<file path="config.mk">
export PLATFORM = sky130hd
export DESIGN_NAME = femto_reset_seq
export DESIGN_NICKNAME = d
export VERILOG_FILES = /design/src/rtl/femto_reset_pkg.sv /design/src/rtl/femto_sync_bit.sv /design/src/rtl/femto_reset_seq.sv
export SDC_FILE = /design/constraint.sdc
export NUM_CORES = 1
export LEC_CHECK = 0
export ABC_CLOCK_PERIOD_IN_PS = 1400
export BUFFER_PORTS_ARGS = -buffer_cell sky130_fd_sc_hd__buf_2
export CAP_MARGIN = 20
export CORE_MARGIN = 5
export CORE_UTILIZATION = 40
export CTS_CLUSTER_DIAMETER = 30
export DETAILED_ROUTE_END_ITERATION = 12
export MAX_ROUTING_LAYER = met4
export PLACE_DENSITY = 0.6
export SLEW_MARGIN = 20
export SYNTH_ARGS = -nofsm -noshare
export SYNTH_HDL_FRONTEND = slang
export SYNTH_SLANG_ARGS = --single-unit
</file>
<file path="constraint.sdc">
create_clock -name clk -period 1.4 [get_ports clk]
set_input_delay 0.07 -clock clk [delete_from_list [all_inputs] [get_ports clk]]
set_output_delay 0.07 -clock clk [all_outputs]
set_load 0.01 [all_outputs]
</file>
<file path="src/rtl/femto_reset_pkg.sv">
// femto_reset_pkg: sequencer state encoding and counter sizing
package femto_reset_pkg;
    typedef enum logic [2:0] {WAIT_LOCK, FILTER, HOLD_PERIPH, HOLD_CORE, RUN} state_t;
    function automatic int cnt_width(input int a, input int b, input int c);
        int m;
        m = a > b ? a : b;
        m = m > c ? m : c;
        return $clog2(m) + 1;
    endfunction
endpackage

</file>
<file path="src/rtl/femto_sync_bit.sv">
// femto_sync_bit: N-stage bit synchroniser with synchronous active-low clear
module femto_sync_bit #(
    parameter int STAGES = 2
) (
    input  logic clk,
    input  logic resetn,
    input  logic d,
    output logic q
);
    logic [STAGES-1:0] sr;
    always_ff @(posedge clk)
        sr <= !resetn ? '0 : {sr[STAGES-2:0], d};
    assign q = sr[STAGES-1];
endmodule

</file>
<file path="src/rtl/femto_reset_seq.sv">
// femto_reset_seq: MMCM-lock driven peripheral/core reset sequencer (button debounce via FEMTO_RESET_DEBOUNCE_EN)
module femto_reset_seq
    import femto_reset_pkg::*;
#(
    parameter int SYNC_STAGES = 2,
    parameter int LOCK_FILTER = 16,
    parameter int HOLD_CYCLES = 1024,
`ifdef FEMTO_RESET_DEBOUNCE_EN
    parameter int DEBOUNCE_CYCLES = 65536,
`endif
    parameter int CORE_DELAY = 16
) (
    input  logic clk,
    input  logic resetn,
    input  logic pll_locked,
`ifdef FEMTO_RESET_DEBOUNCE_EN
    input  logic btn_n,
`endif
    output logic periph_resetn,
    output logic core_resetn,
    output logic ready,
    output logic lock_lost
);
    localparam int CW = cnt_width(LOCK_FILTER, HOLD_CYCLES, CORE_DELAY);
    state_t state, state_nx;
    logic [CW-1:0] cnt, cnt_nx;
    logic lk_s, btn_hold, btn_busy, lost_set;
    femto_sync_bit #(.STAGES(SYNC_STAGES)) u_lock_sync (
        .clk(clk), .resetn(resetn), .d(pll_locked), .q(lk_s)
    );
`ifdef FEMTO_RESET_DEBOUNCE_EN
    localparam int DW = $clog2(DEBOUNCE_CYCLES) + 1;
    logic btn_s;
    logic [DW-1:0] dcnt;
    femto_sync_bit #(.STAGES(2)) u_btn_sync (
        .clk(clk), .resetn(resetn), .d(btn_n), .q(btn_s)
    );
    always_ff @(posedge clk)
        if (!resetn || btn_s) dcnt <= '0;
        else if (dcnt != DW'(DEBOUNCE_CYCLES)) dcnt <= dcnt + 1'b1;
    assign btn_hold = dcnt == DW'(DEBOUNCE_CYCLES);
    assign btn_busy = dcnt != '0;
`else
    assign btn_hold = 1'b0;
    assign btn_busy = 1'b0;
`endif
    always_comb begin
        state_nx = state;
        lost_set = 1'b0;
        unique case (state)
            WAIT_LOCK:   if (lk_s && !btn_busy) state_nx = FILTER;
            FILTER:      state_nx = !lk_s ? WAIT_LOCK : cnt == CW'(LOCK_FILTER - 1) ? HOLD_PERIPH : FILTER;
            HOLD_PERIPH: if (cnt == CW'(HOLD_CYCLES - 1)) state_nx = HOLD_CORE;
            HOLD_CORE:   if (cnt == CW'(CORE_DELAY - 1)) state_nx = RUN;
            RUN:         state_nx = RUN;
            default:     state_nx = WAIT_LOCK;
        endcase
        if (btn_hold) state_nx = WAIT_LOCK;
        // lock loss outranks counter completion in the same cycle
        if (!lk_s && (state == HOLD_PERIPH || state == HOLD_CORE || state == RUN)) begin
            state_nx = WAIT_LOCK;
            lost_set = 1'b1;
        end
        cnt_nx = (state_nx != state || state == WAIT_LOCK || state == RUN) ? '0 : cnt + 1'b1;
    end
    always_ff @(posedge clk) begin
        if (!resetn) begin
            state         <= WAIT_LOCK;
            cnt           <= '0;
            lock_lost     <= 1'b0;
            periph_resetn <= 1'b0;
            core_resetn   <= 1'b0;
            ready         <= 1'b0;
        end else begin
            state         <= state_nx;
            cnt           <= cnt_nx;
            lock_lost     <= lock_lost | lost_set;
            periph_resetn <= state_nx == HOLD_CORE || state_nx == RUN;
            core_resetn   <= state_nx == RUN;
            ready         <= state_nx == RUN;
        end
    end
endmodule
</file>
==> metrics.cfg <==
[layout]
antenna-diode-count = 0
multiInputGateArea_um2 = 437
regArea_um2 = 385
final_area_um2 = 1070
layout.cells.most_common = sky130_fd_sc_hd__buf_4
layout-drive-gt1-share = 0.391
mostFrequentLayoutCells = sky130_fd_sc_hd__buf_4, sky130_fd_sc_hd__dfxtp_1, sky130_fd_sc_hd__nor2_1
finalNetCount = 120
layout-area-overhead-vs-synth_pct = 36.2
number_of_inserted_filler_cells_in_the_final_layout = 198

[drt]
num_vias = 670
detailedRoute.firstPassIterationCount = 4
route.detailed.vias_per_inst = 4.72
route.final.wire_length_um = 1570
drc = 0
drt_iter0_drc = 11
avgRoutedWirePerCell_um = 11.0
drt.antenna.violating_nets = 0

[logic_synthesis]
ys_seq_elements = 19
yosys.cell_types.count = 25
yosysWarnings = 0
synthAdderAreaFrac = 0.0159
syn_avg_cell_area_um2 = 9.17
synth-simple-area-share = 0.306
synth_fp_nets = 90
synth-seq-area-share = 0.483
synthesized_area_um2 = 788
synth_top_area_share = 0.483
complex_gate_fraction_of_the_synthesized_area = 0.0762
synthMuxAreaShare = 0
yosys-top-cells-area = sky130_fd_sc_hd__dfxtp_1, sky130_fd_sc_hd__nor2_1, sky130_fd_sc_hd__xnor2_1
synthesis.instances = 86
synth_area_leader_cell = sky130_fd_sc_hd__dfxtp_1
synth-xor-area-share = 0.100
synth_top_family_by_area = simple AND/OR/NAND/NOR gates

[placement]
final_gp_congestion = 0.786
dpl-instance-area_um2 = 987
post-dp-hpwl_um = 1190
post-place-ws_ns = -0.00672
buffer_ports.inserted = 6

[grt]
grt_use_total = 0.134
grt_max_degree = 12
vias_in_the_first_global_route = 643
grt-ovfl-total = 0
initial_antenna_violation_count = 0
global_route_wire_length_before_repair_um = 2720

[cts]
clock_latency_ns = 0.29
cts_max_path_buffers = 2
h-tree-depth = 1
num_clock_sinks = 19
tritoncts = yes
clock_tree.root_cell = sky130_fd_sc_hd__clkbuf_4
cts-buffers-inserted = 3
cts.clk_slew.worst_paths_ns = 0.11

[critical_path]
worst-path-buf-inv = 0
required_worst_endpoint_ns = 1.64
timing_worst_setup_path_type = register to register
slowest_delay_ns = 0.39
critPathArrivalTime_ns = 1.62
setup.worst_path.end_class = register
timing.critical_path.max_delay_family = simple AND/OR/NAND/NOR gates
timing.critical_path.slowest_stage_cell = sky130_fd_sc_hd__or3b_4
maximum_fanout_encountered_on_the_critical_timing_path = 4
cp_cell_sequence = ha_4 > and4_4 > nand4_4 > or3b_4 > a21oi_2
start_kind = register

[power_and_ir_drop]
power.leakage_nw = 0.413
ir_worst_vdd_v = 0.000592
power.density_cell_area_nw_per_um2 = 782

[floorplanning]
placeableCoreArea_um2 = 1920
die_w_um = 54.4
fp.dieH_um = 54.4
ioPinCount = 7
std_cell_rows = 16
fp.dieArea_um2 = 2960
floorplan.initialDensity = 0.410

[timing]
hold_slack_ns = 0.0207
period_needed_ns = 1.38
final_max_slew_viol_count = 0
max_freq_mhz = 723
rsz0062_at_grt = true
timing.final.crit_share = 0.988
relSlewSlack = 0.775
final-setup-viol-count = 0
clock-skew-final_ns = 0.00198
fin_tns_setup_ns = 0
slew_at_the_pin_closest_to_its_max_slew_limit_ns = 0.334
postLayoutSetupSlackWorst_ns = 0.0161
finalHoldViolCount = 0

[run_status]
outcome = finished, final reports clean

[hold_path]
min_path_type = input port to register

[flow_run]
maxCapViolCount = 0

## state kept, by name, indices dropped and copies added (netlist names)
register / flops
cnt: 11
lock_lost: 1
periph_resetn: 1
ready: 1
state: 3
u_lock_sync.sr: 2
## logic make-up (layout without fill, tap and decap cells)
group | count (synthesis) | after routing
AND/OR/NAND/NOR | 45 | 45
flip-flops | 19 | 19
AO/OA/AOI/OAI | 9 | 9
XOR/XNOR | 9 | 9
buffers and inverters | 3 | 32
adder cells (fa/ha/maj) | 1 | 1
## worst reg2reg max path: cells and delay by family (launching register included)
family	cells	cell delay, ns
simple gates	3	0.72
compound gates	1	0.11
fa+ha+maj	1	0.14
flops	1	0.37
## synthesized netlist by cell type, drive strengths merged
cell type  number
a21oi           4
a2bb2oi         1
and2            3
and3            2
and4            1
buf             1
dfxtp          19
ha              1
inv             2
nand2          10
nand2b          2
nand3           3
nand4           1
nor2           14
nor3            4
nor4            2
nor4b           2
o211ai          1
o21a            2
o21ai           1
or3b            1
xnor2           5
xor2            4
## stage by stage
stage | total power, mW | util | std cells
2_1_floorplan | 0.563 | - | 86
5_1_grt | 0.870 | 0.559 | 142
6_report | 0.840 | 0.559 | 142
3_3_place_gp | 0.570 | 0.514 | 135
4_1_cts | 0.844 | 0.540 | 141
3_5_place_dp | 0.570 | 0.514 | 135
## report_power, final
group | switching (mW) | internal (mW) | leakage, nW
registers | 0.00251 | 0.544 | 0.155
clock network | 0.173 | 0.106 | 0.0177
logic | 0.00607 | 0.00817 | 0.240
total | 0.181 | 0.658 | 0.413
## metal layers
layer,track usage,vias to the layer above,wire (µm)
met3,0.0327,2,33
met4,0.0747,0,19
met5,-,-,0
li1,-,350,-
met1,0.159,313,725
met2,0.205,5,791
## worst paths after layout
check / startpoint / to / slack, ns / cells after the start
worst max-delay path: cnt[1] / cnt[10] / 0.02 / 5
worst min-delay path: resetn / u_lock_sync.sr[1] / 0.02 / 2
worst max register to register: cnt[1] / cnt[10] / 0.02 / 5
worst min register to register: u_lock_sync.sr[0] / u_lock_sync.sr[1] / 0.46 / 1
## repair_timing
action | CTS | global route
gates resized for setup | 1 | 8
endpoints found under the hold margin | 1 | 0
hold buffers | 1 | 0
setup buffers | 1 | 1
pin swaps | 1 | 7
endpoints found under the setup margin | 4 | 10
## cell type report
class / count / area share
timing repair buffer: 26 / 0.170
inverter: 2 / 0.00699
multi-input combinational: 64 / 0.407
clock buffer: 3 / 0.0210
tap: 27 / 0.0315
clock inverter: 1 / 0.00466
sequential: 19 / 0.359
(Power assumes the default switching activity.)
